**config.mk**
```make
export PLATFORM = sky130hd
export DESIGN_NAME = ram_arbiter
export DESIGN_NICKNAME = d
export VERILOG_FILES = /design/src/rtl/spi_ram_pkg.sv /design/src/rtl/rr_arbiter.sv /design/src/rtl/ram_arbiter.sv
export SDC_FILE = /design/constraint.sdc
export NUM_CORES = 1
export LEC_CHECK = 0
export BUFFER_PORTS_ARGS = -buffer_cell sky130_fd_sc_hd__buf_4
export CAP_MARGIN = 10
export CELL_PAD_IN_SITES_DETAIL_PLACEMENT = 1
export CELL_PAD_IN_SITES_GLOBAL_PLACEMENT = 1
export CORE_UTILIZATION = 30
export DETAILED_ROUTE_END_ITERATION = 8
export PLACE_DENSITY = 0.73
export SLEW_MARGIN = 10
export SYNTH_ARGS = -nofsm -noshare
export SYNTH_HDL_FRONTEND = slang
export SYNTH_SLANG_ARGS = --single-unit
```
**constraint.sdc**
```tcl
create_clock -name clk -period 2.9 [get_ports clk]
set_input_delay 0.29 -clock clk [delete_from_list [all_inputs] [get_ports clk]]
set_output_delay 0.29 -clock clk [all_outputs]
set_load 0.02 [all_outputs]
```
**src/rtl/spi_ram_pkg.sv**
```systemverilog
// -----------------------------------------------------------------------------
// spi_ram_pkg
// Shared types and widths for the slave-RAM command path.
//   ram_cmd_e   : 2-bit command code carried in din[9:8] of every RAM beat
//   arb_state_e : transaction FSM states of ram_arbiter
//   RAM_AW/DW   : RAM address and data widths (8 bits each)
// -----------------------------------------------------------------------------
package spi_ram_pkg;

    localparam int RAM_AW = 8;
    localparam int RAM_DW = 8;

    typedef enum logic [1:0] {
        WADDR = 2'b00,
        WDATA = 2'b01,
        RADDR = 2'b10,
        RDATA = 2'b11
    } ram_cmd_e;

    typedef enum logic [1:0] {
        IDLE    = 2'd0,
        ADDR    = 2'd1,
        DATA    = 2'd2,
        WAIT_RD = 2'd3
    } arb_state_e;

endpackage

```
**src/rtl/rr_arbiter.sv**
```systemverilog
// -----------------------------------------------------------------------------
// rr_arbiter
// Combinational round-robin pick: the winner is the first set request bit
// found when searching upward from ptr+1, wrapping past NUM_REQ-1 to 0.
// Ports:
//   req       in   NUM_REQ   request vector
//   ptr       in   IW        index of the most recent winner
//   grant     out  NUM_REQ   one-hot winner (all zero when no request)
//   grant_idx out  IW        binary index of the winner
// -----------------------------------------------------------------------------
module rr_arbiter #(
    parameter int NUM_REQ = 2,
    parameter int IW      = (NUM_REQ > 1) ? $clog2(NUM_REQ) : 1
) (
    input  logic [NUM_REQ-1:0] req,
    input  logic [IW-1:0]      ptr,
    output logic [NUM_REQ-1:0] grant,
    output logic [IW-1:0]      grant_idx
);

    logic          found;
    int            idx;
    logic [IW-1:0] sel;

    // Walk the requesters in priority order starting just after ptr; the
    // first hit wins, later hits are masked by 'found'.
    always_comb begin
        grant     = '0;
        grant_idx = '0;
        found     = 1'b0;
        idx       = 0;
        sel       = '0;
        for (int k = 1; k <= NUM_REQ; k++) begin
            idx = int'(ptr) + k;
            if (idx >= NUM_REQ) begin
                idx = idx - NUM_REQ;
            end
            sel = IW'(idx);
            if (!found && req[sel]) begin
                found      = 1'b1;
                grant[sel] = 1'b1;
                grant_idx  = sel;
            end
        end
    end

endmodule

```
**src/rtl/ram_arbiter.sv**
```systemverilog
// -----------------------------------------------------------------------------
// ram_arbiter
// Shares the slave RAM 10-bit command port between NUM_REQ requesters.
// Whole transactions are granted round-robin and expanded into an address
// beat and a data beat; reads then wait for ram_tx_valid (or time out).
// Ports:
//   clk, rst                 clock, synchronous active-high reset
//   req_valid/we/addr/wdata  per-requester request, held until req_ready
//   req_ready                one-hot 1-cycle accept pulse
//   rsp_valid                one-hot 1-cycle completion pulse to the owner
//   rsp_rdata, rsp_err       read data / timeout flag, valid with rsp_valid
//   ram_rx_valid, ram_din    command strobe and {cmd, payload} to the RAM
//   ram_dout, ram_tx_valid   read data and its valid strobe from the RAM
// All outputs come straight from flops.
// -----------------------------------------------------------------------------
module ram_arbiter
    import spi_ram_pkg::*;
#(
    parameter int NUM_REQ    = 2,
    parameter int RD_TIMEOUT = 8
) (
    input  logic                      clk,
    input  logic                      rst,
    input  logic [NUM_REQ-1:0]        req_valid,
    input  logic [NUM_REQ-1:0]        req_we,
    input  logic [NUM_REQ*RAM_AW-1:0] req_addr,
    input  logic [NUM_REQ*RAM_DW-1:0] req_wdata,
    output logic [NUM_REQ-1:0]        req_ready,
    output logic [NUM_REQ-1:0]        rsp_valid,
    output logic [RAM_DW-1:0]         rsp_rdata,
    output logic                      rsp_err,
    output logic                      ram_rx_valid,
    output logic [RAM_DW+1:0]         ram_din,
    input  logic [RAM_DW-1:0]         ram_dout,
    input  logic                      ram_tx_valid
);

    localparam int IW = (NUM_REQ > 1) ? $clog2(NUM_REQ) : 1;
    localparam int CW = $clog2(RD_TIMEOUT + 1);

    arb_state_e          state_q, state_d;
    logic [IW-1:0]       ptr_q, ptr_d;
    logic                we_q, we_d;
    logic [RAM_AW-1:0]   addr_q, addr_d;
    logic [RAM_DW-1:0]   wdata_q, wdata_d;
    logic [NUM_REQ-1:0]  owner_q, owner_d;
    logic                wr_pend_q, wr_pend_d;
    logic [CW-1:0]       cnt_q, cnt_d;

    logic [NUM_REQ-1:0]  req_ready_q, req_ready_d;
    logic [NUM_REQ-1:0]  rsp_valid_q, rsp_valid_d;
    logic [RAM_DW-1:0]   rsp_rdata_q, rsp_rdata_d;
    logic                rsp_err_q, rsp_err_d;
    logic                ram_rx_valid_q, ram_rx_valid_d;
    logic [RAM_DW+1:0]   ram_din_q, ram_din_d;

    logic [NUM_REQ-1:0]  grant;
    logic [IW-1:0]       grant_idx;
    logic                sel_we;
    logic [RAM_AW-1:0]   sel_addr;
    logic [RAM_DW-1:0]   sel_wdata;

    rr_arbiter #(
        .NUM_REQ (NUM_REQ),
        .IW      (IW)
    ) u_rr (
        .req       (req_valid),
        .ptr       (ptr_q),
        .grant     (grant),
        .grant_idx (grant_idx)
    );

    // One-hot mux of the winning requester's fields.
    always_comb begin
        sel_we    = 1'b0;
        sel_addr  = '0;
        sel_wdata = '0;
        for (int i = 0; i < NUM_REQ; i++) begin
            if (grant[i]) begin
                sel_we    = req_we[i];
                sel_addr  = req_addr[i*RAM_AW +: RAM_AW];
                sel_wdata = req_wdata[i*RAM_DW +: RAM_DW];
            end
        end
    end

    // The state names the beat about to be registered onto the outputs, so
    // each output appears one cycle after the state that produces it. A write
    // completes from the IDLE that follows DATA (wr_pend), which keeps its
    // response at T+3 while still letting IDLE arbitrate on the same edge.
    always_comb begin
        state_d        = state_q;
        ptr_d          = ptr_q;
        we_d           = we_q;
        addr_d         = addr_q;
        wdata_d        = wdata_q;
        owner_d        = owner_q;
        wr_pend_d      = 1'b0;
        cnt_d          = cnt_q;
        req_ready_d    = '0;
        rsp_valid_d    = '0;
        rsp_rdata_d    = '0;
        rsp_err_d      = 1'b0;
        ram_rx_valid_d = 1'b0;
        ram_din_d      = '0;

        unique case (state_q)
            IDLE: begin
                if (wr_pend_q) begin
                    rsp_valid_d = owner_q;
                end
                if (|req_valid) begin
                    req_ready_d = grant;
                    we_d        = sel_we;
                    addr_d      = sel_addr;
                    wdata_d     = sel_wdata;
                    owner_d     = grant;
                    ptr_d       = grant_idx;
                    state_d     = ADDR;
                end
            end
            ADDR: begin
                ram_rx_valid_d = 1'b1;
                ram_din_d      = {(we_q ? WADDR : RADDR), addr_q};
                state_d        = DATA;
            end
            DATA: begin
                ram_rx_valid_d = 1'b1;
                cnt_d          = '0;
                if (we_q) begin
                    ram_din_d = {WDATA, wdata_q};
                    wr_pend_d = 1'b1;
                    state_d   = IDLE;
                end else begin
                    ram_din_d = {RDATA, {RAM_DW{1'b0}}};
                    state_d   = WAIT_RD;
                end
            end
            WAIT_RD: begin
                cnt_d = cnt_q + 1'b1;
                if (ram_tx_valid) begin
                    rsp_valid_d = owner_q;
                    rsp_rdata_d = ram_dout;
                    state_d     = IDLE;
                end else if (cnt_q + 1'b1 == CW'(RD_TIMEOUT)) begin
                    rsp_valid_d = owner_q;
                    rsp_err_d   = 1'b1;
                    state_d     = IDLE;
                end
            end
            default: state_d = IDLE;
        endcase
    end

    // Reset leaves ptr on the last requester so requester 0 wins first.
    always_ff @(posedge clk) begin
        if (rst) begin
            state_q        <= IDLE;
            ptr_q          <= IW'(NUM_REQ - 1);
            we_q           <= 1'b0;
            addr_q         <= '0;
            wdata_q        <= '0;
            owner_q        <= '0;
            wr_pend_q      <= 1'b0;
            cnt_q          <= '0;
            req_ready_q    <= '0;
            rsp_valid_q    <= '0;
            rsp_rdata_q    <= '0;
            rsp_err_q      <= 1'b0;
            ram_rx_valid_q <= 1'b0;
            ram_din_q      <= '0;
        end else begin
            state_q        <= state_d;
            ptr_q          <= ptr_d;
            we_q           <= we_d;
            addr_q         <= addr_d;
            wdata_q        <= wdata_d;
            owner_q        <= owner_d;
            wr_pend_q      <= wr_pend_d;
            cnt_q          <= cnt_d;
            req_ready_q    <= req_ready_d;
            rsp_valid_q    <= rsp_valid_d;
            rsp_rdata_q    <= rsp_rdata_d;
            rsp_err_q      <= rsp_err_d;
            ram_rx_valid_q <= ram_rx_valid_d;
            ram_din_q      <= ram_din_d;
        end
    end

    assign req_ready    = req_ready_q;
    assign rsp_valid    = rsp_valid_q;
    assign rsp_rdata    = rsp_rdata_q;
    assign rsp_err      = rsp_err_q;
    assign ram_rx_valid = ram_rx_valid_q;
    assign ram_din      = ram_din_q;

endmodule

```
; ---- Word level (Yosys, flattened, before mapping)
; Cells that the tools add are included.
[totals]
regBits = 51
input_bits = 47
output_inout_bits = 24
elab_cells = 88
[classes]
n_addsub = 5
n_lt_le_gt_ge = 6
eq_ne = 6
muxes = 37
n_bitwise = 6
reduce_logical = 14
[ops]
columns = op, n
row1 = 2-to-1 mux 8 bit, 4
row2 = 2-to-1 mux 2 bit, 10
row3 = one-hot mux 10 bit (2 select lines), 1
row4 = 2-to-1 mux 1 bit, 16
row5 = 2-to-1 mux 10 bit, 1
row6 = OR reduction 3 bit, 3
row7 = one-hot mux 2 bit (4 select lines), 1
row8 = one-hot mux 4 bit (2 select lines), 1
row9 = OR reduction 2 bit, 3
row10 = NOT 1 bit, 5
row11 = "adder 4 x 1 -> 4 bit, second input constant", 1
row12 = "equality test 2 bit, second input constant", 2
row13 = "equality test 4 bit, second input constant", 1
row14 = "< comparator 1 x 2 -> 1 bit, second input constant", 2
row15 = one-hot mux 2 bit (2 select lines), 1
row16 = AND reduction 2 bit, 2
row17 = "adder 1 x 2 -> 3 bit, second input constant", 1
row18 = "greater-or-equal comparator 3 x 2 -> 1 bit, second input constant", 1
row19 = logical AND 1 bit, 3
row20 = "!= test 3 bit, second input constant", 1
row21 = "adder 1 x 1 -> 2 bit, second input constant", 1
row22 = demux 1 bit (select 1 bit), 2
row23 = "equality test 2 x 1 -> 1 bit, second input constant", 1
row24 = "greater-or-equal comparator 1 bit, second input constant", 2
row25 = 7 further kinds, 8

; ---- Depth between registers and ports, before layout
; Gate-level depths: netlist of run 1.
[depth]
depth_word = 12
mapped_depth = 6

; ---- By module
; A second synthesis of run 1 with hierarchy kept.
[unflattened]
cells_unflattened = 226
area_unflattened_um2 = 2077.0
[by_module_without_submodules]
columns = mod, n_inst, cells_each, area_per_inst_um2, seq_area_each_um2
row1 = ram_arbiter, 1, 222, 2050.7, 1021.0
row2 = rr_arbiter, 1, 4, 26.3, 0.0

; ---- Worst setup path before layout of run 1
; No wires, ideal clock.
[synth_timing]
path_kind = register to register
from = reg cnt_q[0]
to = reg state_q[0]
t_arrival_ns = 1.575
t_required_ns = 2.778
setup_slack_ns = 1.204
stages_incl_launch_ff = 7
path_cell_list = dfxtp_1 ha_1 and2_1 a21oi_1 o2111a_1 or2_1 o311a_1
[synth_between]
elab_chain_len = 4
[synth_rtl]
columns = item, line_no
row1 = start: declaration, ram_arbiter.sv:48  ; logic [CW-1:0] cnt_q, cnt_d;
row2 = start signal: assignment, ram_arbiter.sv:180  ; cnt_q <= cnt_d;
row3 = adder 4 x 1 -> 4 bit, ram_arbiter.sv:145  ; end else if (cnt_q + 1'b1 == CW'(RD_TIMEOUT)) begin
row4 = equality test 4 bit, ram_arbiter.sv:145
row5 = != test 3 bit (no source line), -
row6 = AND reduction 2 bit (no source line), -
row7 = end signal: assignment, ram_arbiter.sv:173  ; state_q <= state_d;
row8 = end: declaration, ram_arbiter.sv:41  ; arb_state_e state_q, state_d;
; Every way passes these cells.
; A chain may end at the register's enable or synchronous reset.

; ---- Worst setup path in the final report of run 1
[layout_timing]
from = reg cnt_q[0]
to = reg state_q[1]
; The elaborated chain is that of the path after synthesis.

==> flow_summary.json, run 1 <==
{
  "ys_async_sr_fraction_pct": 0,
  "syn-num-nets": 268,
  "ctsResizeCount": 0,
  "routed_wirelength_um": 5252,
  "ys_ff_latch": 51,
  "cap_violations": 0,
  "final.setup.tns_ps": 0,
  "ys_seq_area_share_pct": 51.45,
  "wl_per_cell_um": 14.55,
  "ctsHoldBuffers": 0,
  "port_buffers": 70,
  "placedCellCount": 353,
  "drc_errors": 0,
  "place.gp.congestion": 0.7814,
  "ios": 71,
  "numCtsBuffers": 5,
  "num_vias": 1814,
  "multiInputGateArea_um2": 884.6,
  "grtUsageTotal_pct": 15.93,
  "drtIter0Drc": 46,
  "first_global_vias": 1862,
  "worstPathRequired_ps": 3100,
  "cts_root_buf": "clkbuf_8",
  "dieWidth_um": 83.33,
  "worst_pin_slew_ps": 893.0,
  "setup_violations": 0,
  "synth-edff-count": 0,
  "yosysTopAreaCellShare_pct": 51.45,
  "fmax_ghz": 0.5464,
  "ys_warn_count": 0,
  "start_kind": "flop",
  "layout_commonest_cell": "buf_4",
  "status": "completed",
  "layout_common_cells": "73 x buf_4, 51 x dfxtp_1, 32 x nor2_1",
  "pre_cts_ws_ps": 1081,
  "fp.dieH_um": 83.33,
  "viasPerCell": 5.025,
  "powerDensity_nw_per_um2": 742.3,
  "path_cells": "ha_1 > and2_1 > a21oi_1 > o2111a_1 > or2_1 > o311a_1",
  "regArea_um2": 1021,
  "antennaDiodeCount": 0,
  "final_period_minus_worst_setup_slack_ps": 1830,
  "hold_viol": 0,
  "fin_crit_sh_pct": 63.11,
  "endpoint_kind": "flop",
  "area.growth.synth_to_final_pct": 34.74,
  "die_area_um2": 6944,
  "syn_area_um2": 1984,
  "fill_cells": 774,
  "syn_area_per_cell_um2": 9.230,
  "ys_top_cells_by_area": "dfxtp_1 51%, a221oi_1 7.5%, nor2_1 6.1%, nor3_1 4.5%, and3_1 3.8%",
  "timing.final.ws_setup_ps": 1070,
  "layout-drive-gt1-share_pct": 29.23,
  "grt_pass1_wl_um": 8866,
  "max-vdd-ir-drop_v": 0.0003040,
  "h-tree-depth": 2,
  "cp_max_fo": 5,
  "start_util_pct": 31.25,
  "firstDrtPassIters": 4,
  "post_cts_buffers": 0,
  "fin_skew_ps": 9.022,
  "max_slew_margin_pct": 40.12,
  "synth_flop_cell": "dfxtp_1",
  "p_leak_nw": 1.191,
  "grt_max_degree": 27,
  "rows": 29,
  "rsz0062_at_grt": "false",
  "hpwl_um": 3797,
  "overflow": 0,
  "cts_buffer_depth": 2,
  "insertion_delay_ps": 310,
  "antenna_found_initial": 0,
  "clk_pin_slew_worst_paths_ps": 90,
  "clock_sinks": 51,
  "final_antenna_net_count": 0,
  "coreArea_um2": 6350,
  "stdcell_count": 361,
  "criticalPathCategory": "reg -> reg",
  "hp-class": "in -> reg",
  "critPathSlowestCell": "dfxtp_1",
  "synth_cell_type_count": 30,
  "slew_viol_final": 0,
  "critPathMaxStageDelay_ps": 420,
  "cts_tree": "yes",
  "synth_cells": 215,
  "nNetsFinal": 336,
  "yosysTopAreaCell": "dfxtp_1",
  "crit_arrival_ps": 2030
}
[final cells by class]
class	count	area share, %
flip-flops and latches	51	38.18
multi-input cells	144	33.08
repair buffers	73	20.50
well taps	77	3.603
clock buffers	5	2.574
inverters	8	1.123
clock inverters	3	0.9359
[stage by stage]
stage	total power, mW	hold slack [ps]	instance area (um2)	utilization [%]
floorplan	1.348	431.8	1984	-
global placement	1.574	441.4	2580	40.63
detailed placement	1.596	450.0	2580	40.63
CTS	2.018	203.1	2674	42.11
global route	2.130	211.6	2674	42.11
finish	1.985	215.0	2674	42.11
[flip-flops by register name, indices dropped and copies added (netlist names), 2 cells and up]
register	cells
ram_din	10
addr_q	8
rsp_rdata	8
wdata_q	8
cnt_q	4
owner_q	2
req_ready	2
rsp_valid	2
state_q	2
[worst max-delay path, delay by kind of cell, from the launching register on]
kind / cells / cell delay [ps]
DFF: 1 / 420
AOI/OAI and AO/OA: 3 / 660
and+or+nand+nor: 2 / 390
adders and majority gates: 1 / 250
[per-layer routing]
metal | routed length, um | GRT usage [%] | vias up
met5 | 0 | 0 | -
met4 | 61 | 5.643 | 0
met3 | 160 | 3.280 | 4
met2 | 2730 | 28.02 | 27
met1 | 2299 | 19.15 | 879
li1 | - | - | 904
[report_power, final]
part	switching, mW	total [mW]	internal, mW
logic	0.396	0.672	0.276
registers	0.0666	0.895	0.829
clock network	0.244	0.417	0.173
[cell families after synthesis]
| group | after synthesis | share of synthesized area [%] |
|---|---|---|
| compound gates | 48 | 18.29 |
| mux | 1 | 0.5044 |
| flops | 51 | 51.45 |
| fa+ha+maj | 6 | 3.783 |
| simple gates | 89 | 22.01 |
| buf+inv | 20 | 3.972 |
[synth_stat cells, types with 3 or more instances]
cell / instances
and2_1: 3
a21oi_1: 8
nor2_1: 32
dfxtp_1: 51
clkbuf_1: 8
ha_1: 6
buf_2: 3
nand2_1: 10
inv_1: 8
a221oi_1: 17
nor3_1: 18
o21ai_0: 6
nor2b_1: 6
and3_1: 12
a22oi_1: 8
[path summary, 6_finish.rpt]
| kind | start | end | slack [ps] | depth (start not counted) |
|---|---|---|---|---|
| min | ram_dout[4] | rsp_rdata[4]$_SDFF_PP0_ | 220 | 2 |
| max | cnt_q[0]$_SDFFE_PP0P_ | state_q[1]$_SDFFE_PP0P_ | 1070 | 6 |
| max reg2reg | cnt_q[0]$_SDFFE_PP0P_ | state_q[1]$_SDFFE_PP0P_ | 1070 | 6 |
| min reg2reg | owner_q[0]$_SDFFE_PP0P_ | owner_q[0]$_SDFFE_PP0P_ | 460 | 2 |
(Power assumes the default switching activity.)
==> inputs of run 2 (changes only) <==
Settings changed: PLACE_DENSITY 0.73 to 0.75.
Clock period 2.9 ns to 1.5 ns, I/O delays scaled along.
==> run 2 against run 1 <==
  * The run now ends with setup timing left
  * First-iteration DRC count up 61%
  * Combinational power up 140%
  * Sequential power up 94%
  * Clock-buffer cell count unchanged
  * Clock power up 130%
  * Cell count up 4.7%
  * Non-clock buffer count up 17
  * Sequential share of layout area down 2.9 points
  * Largest power group unchanged
  * Highest routed layer unchanged
==> flow_summary.json, run 2 (synthesized netlist as in run 1, its figures left out) <==
{
  "criticalPathCategory": "reg -> reg",
  "max_slew_margin_pct": 72.17,
  "final_period_minus_worst_setup_slack_ps": 1588,
  "fin_skew_ps": 10.36,
  "nNetsFinal": 353,
  "coreArea_um2": 6350,
  "drc_errors": 0,
  "ios": 71,
  "ctsHoldBuffers": 0,
  "fmax_ghz": 0.6298,
  "cp_max_fo": 5,
  "rsz0062_at_grt": "true",
  "insertion_delay_ps": 310,
  "final_antenna_net_count": 0,
  "slew_viol_final": 0,
  "final_cell_area_um2": 2922,
  "antenna_found_initial": 0,
  "firstDrtPassIters": 5,
  "area.growth.synth_to_final_pct": 47.23,
  "overflow": 0,
  "p_leak_nw": 1.311,
  "grt_pass1_wl_um": 9591,
  "rows": 29,
  "fill_cells": 734,
  "stdcell_count": 378,
  "grtUsageTotal_pct": 17.24,
  "fp.dieH_um": 83.33,
  "violations": "setup timing",
  "place.gp.congestion": 0.7592,
  "layout_commonest_cell": "buf_4",
  "endpoint_kind": "flop",
  "clock_sinks": 51,
  "status": "finished with violations",
  "pre_cts_ws_ps": -70.16,
  "worst_pin_slew_ps": 417.5,
  "layout-drive-gt1-share_pct": 40.20,
  "numCtsBuffers": 5,
  "grt_max_degree": 20,
  "h-tree-depth": 2,
  "cts_root_buf": "clkbuf_8",
  "routed_wirelength_um": 5716,
  "placedCellCount": 370,
  "die_area_um2": 6944,
  "first_global_vias": 2026,
  "cap_violations": 0,
  "timing.final.ws_setup_ps": -87.83,
  "worstPathRequired_ps": 1750,
  "max-vdd-ir-drop_v": 0.0007290,
  "hpwl_um": 4207,
  "hold_viol": 0,
  "crit_arrival_ps": 1840,
  "wl_per_cell_um": 15.12,
  "powerDensity_nw_per_um2": 1468,
  "hp-class": "in -> reg",
  "start_util_pct": 31.25,
  "largest_reg_flops": 10,
  "layout_common_cells": "89 x buf_4, 48 x dfxtp_1, 30 x nor2_1",
  "cts_tree": "yes",
  "antennaDiodeCount": 0,
  "port_buffers": 70,
  "viasPerCell": 5.183,
  "start_kind": "flop",
  "num_vias": 1959,
  "setup_violations": 2,
  "dpl_cell_area_um2": 2734,
  "fin_crit_sh_pct": 105.9,
  "cts_buffer_depth": 2,
  "clk_pin_slew_worst_paths_ps": 90,
  "drtIter0Drc": 74,
  "dieWidth_um": 83.33
}
## run 2: routing by layer
metal / up-vias / part of all wire [%] / GRT usage [%]
met3: 6 / 3.1 / 3.479
met1: 971 / 44 / 20.70
li1: 942 / - / -
met2: 40 / 52 / 30.63
met4: 0 / 1.3 / 5.643
met5: - / 0 / 0
## run 2: metrics by stage
stage	hold slack [ps]	power (mW)	TNS [ps]	utilization [%]
final	70.41	4.290	-171.4	46.01
after global routing	67.69	4.553	-416.2	46.01
after CTS	67.07	4.219	-165.8	44.93
after detailed placement	389.6	3.247	-140.3	43.05
after global placement	384.0	3.187	-51.46	43.05
after floorplan	295.9	2.609	-44.87	-
## run 2: critical path, stage by stage (launching register included)
cell	delay, ps
dfxtp_4	380
ha_4	150
and2_4	130
a21oi_2	50
o2111a_1	250
buf_4	140
o31ai_2	240
o311a_1	190
## run 2: layout make-up
type / count / area [um2] / area share, %
flip-flops and latches: 51 / 1030 / 35.25
multi-input cells: 144 / 973.4 / 33.32
repair buffers: 90 / 679.4 / 23.25
well taps: 77 / 96.34 / 3.298
clock buffers: 5 / 68.82 / 2.355
clock inverters: 3 / 43.79 / 1.499
inverters: 8 / 30.03 / 1.028
## run 2: power by group
group          switching [mW]  total [mW]  leakage, nW  internal [mW]
clock                   0.471       0.968       0.0581          0.497
sequential              0.138        1.74        0.418           1.61
combinational           0.869        1.58        0.834          0.709
## run 2: final timing paths
check        cells after the start                 endpoint  slack [ps]                     from
min reg2reg                      2  owner_q[0]$_SDFFE_PP0P_         470  owner_q[0]$_SDFFE_PP0P_
max                              7  state_q[1]$_SDFFE_PP0P_         -90    cnt_q[0]$_SDFFE_PP0P_
max reg2reg                      7  state_q[1]$_SDFFE_PP0P_         -90    cnt_q[0]$_SDFFE_PP0P_
min                              2  rsp_rdata[2]$_SDFF_PP0_          70              ram_dout[2]
## run 2: repair_timing
| item | in CTS | in global routing |
|---|---|---|
| gates resized for setup | 3 | 15 |
| endpoints found under the setup margin | 5 | 32 |
| setup buffers | 0 | 0 |
| pin swaps | 1 | 1 |
==> inputs of run 3 (changes only) <==
Settings changed: RECOVER_POWER set to 25.
==> run 3 against run 2 <==
  * The run still ends with setup timing left
  * Total power down 0.65%
  * Clock-buffer cell count unchanged
  * Core utilization down 1.0 points
  * Critical path depth unchanged
  * Clock skew about the same
  * Clock power about the same
  * Final area down 2.2%
  * Via count down 0.51%
  * Die area unchanged
==> flow_summary.json, run 3 (synthesized netlist as in run 1, its figures left out) <==
{
  "status": "finished with violations",
  "violations": "setup timing",
  "hold_viol": 0,
  "clock_sinks": 51,
  "cap_violations": 0,
  "hp-start": "ram_dout[2]",
  "rsz0062_at_grt": "true",
  "numCtsBuffers": 5,
  "stdcell_count": 378,
  "fill_cells": 734,
  "final_cell_area_um2": 2858,
  "post_cts_buffers": 0,
  "viasPerCell": 5.156,
  "placedCellCount": 370,
  "dieWidth_um": 83.33,
  "holdPathEnd": "rsp_rdata[2]$_SDFF_PP0_",
  "p_sw_share_pct": 34.64,
  "port_buffers": 70,
  "fmax_ghz": 0.6298,
  "layout_common_cells": "72 x buf_4, 48 x dfxtp_1, 30 x nor2_1",
  "drtIter0Drc": 70,
  "p_clk_share_pct": 22.7,
  "insertion_delay_ps": 310,
  "routed_wirelength_um": 5729,
  "grtUsageTotal_pct": 17.24,
  "seq_power_share_pct": 40.9,
  "place.gp.congestion": 0.7592,
  "powerDensity_nw_per_um2": 1491,
  "worstPathRequired_ps": 1750,
  "layout_commonest_cell": "buf_4",
  "rows": 29,
  "overflow": 0,
  "final_util_pct": 45.00,
  "cts_root_buf": "clkbuf_8",
  "fin_crit_sh_pct": 105.9,
  "num_vias": 1949,
  "r2r-end": "state_q[1]$_SDFFE_PP0P_",
  "area.growth.synth_to_final_pct": 44.01,
  "r2r_start": "cnt_q[0]$_SDFFE_PP0P_",
  "hold_path_depth": 2,
  "wl_per_cell_um": 15.16,
  "worst_pin_slew_ps": 419.5,
  "criticalPathCategory": "reg -> reg",
  "p_int_mw": 2.786,
  "regToRegSetupSlack_ps": -90,
  "antenna_found_initial": 0,
  "first_global_vias": 2026,
  "clk_pin_slew_worst_paths_ps": 90,
  "cts_buffer_depth": 2,
  "setup_violations": 2,
  "fin_skew_ps": 10.34,
  "finalPower_mw": 4.262,
  "final_antenna_net_count": 0,
  "final_period_minus_worst_setup_slack_ps": 1588,
  "drc_errors": 0,
  "ctsHoldBuffers": 0,
  "max_slew_margin_pct": 72.03,
  "power.net_switching_mw": 1.476,
  "timing.final.ws_setup_ps": -87.81,
  "h-tree-depth": 2,
  "antennaDiodeCount": 0,
  "start_kind": "flop",
  "fp.dieH_um": 83.33,
  "endpoint_kind": "flop",
  "crit_arrival_ps": 1840,
  "nNetsFinal": 353,
  "cts_tree": "yes",
  "coreArea_um2": 6350,
  "hpwl_um": 4207,
  "slew_viol_final": 0,
  "grt_max_degree": 20,
  "pre_cts_ws_ps": -70.16,
  "cp_max_fo": 5,
  "dpl_cell_area_um2": 2734,
  "max-vdd-ir-drop_v": 0.0007233,
  "layout-drive-gt1-share_pct": 34.55,
  "hp-class": "in -> reg",
  "ff2ff_path_depth": 7,
  "die_area_um2": 6944,
  "grt_pass1_wl_um": 9591,
  "p_comb_share_pct": 36.4,
  "firstDrtPassIters": 4,
  "start_util_pct": 31.25,
  "ios": 71,
  "largest_reg_flops": 10,
  "p_leak_nw": 1.238
}
-- run 3: critical path, cell delays in order (launching register included) --
cell	delay [ps]
dfxtp_4	380
ha_4	150
and2_4	130
a21oi_2	50
o2111a_1	250
buf_4	140
o31ai_2	240
o311a_1	190
-- run 3: how the worst max path moves through the flow --
stage,start,to,slack (ps),cells after the start
floorplan,cnt_q[0]$_SDFFE_PP0P_,state_q[0]$_SDFFE_PP0P_,-20,6
global placement,cnt_q[1]$_SDFFE_PP0P_,state_q[0]$_SDFFE_PP0P_,-30,6
detailed placement,cnt_q[1]$_SDFFE_PP0P_,state_q[1]$_SDFFE_PP0P_,-70,6
CTS,cnt_q[0]$_SDFFE_PP0P_,state_q[0]$_SDFFE_PP0P_,-80,6
global route,cnt_q[0]$_SDFFE_PP0P_,state_q[0]$_SDFFE_PP0P_,-150,6
finish,cnt_q[0]$_SDFFE_PP0P_,state_q[1]$_SDFFE_PP0P_,-90,7
-- run 3: cell type report --
class	instances	area [um2]	share of cell area, %
multi-input combinational	144	973.4	34.06
inverter	8	30.03	1.051
tap	77	96.34	3.371
clock inverter	3	43.79	1.532
timing repair buffer	90	615.6	21.54
clock buffer	5	68.82	2.408
sequential	51	1030	36.03
-- run 3: layer usage --
layer	part of all wire, %	track usage [%]
met5	0	0
met4	1.3	5.643
met3	3.1	3.479
met2	51	30.63
met1	44	20.70
-- run 3: timing repair --
item	CTS	global route
endpoints found under the setup margin	5	32
gates resized for setup	3	15
pin swaps	1	1
-- run 3: power groups by stage --
stage | combinational [mW] | sequential, mW | clock [mW]
CTS | 1.49 | 1.74 | 0.989
finish | 1.55 | 1.74 | 0.968
floorplan | 0.811 | 1.80 | 0
detailed placement | 1.47 | 1.77 | 0
global placement | 1.43 | 1.75 | 0
global route | 1.71 | 1.77 | 1.04
-- run 3: metrics by stage --
stage                     TNS (ps)  hold slack, ps
after global placement      -51.46           384.0
after detailed placement    -140.3           389.6
after global routing        -416.2           67.69
final                       -171.3           70.57
after CTS                   -165.8           67.07
after floorplan             -44.87           295.9
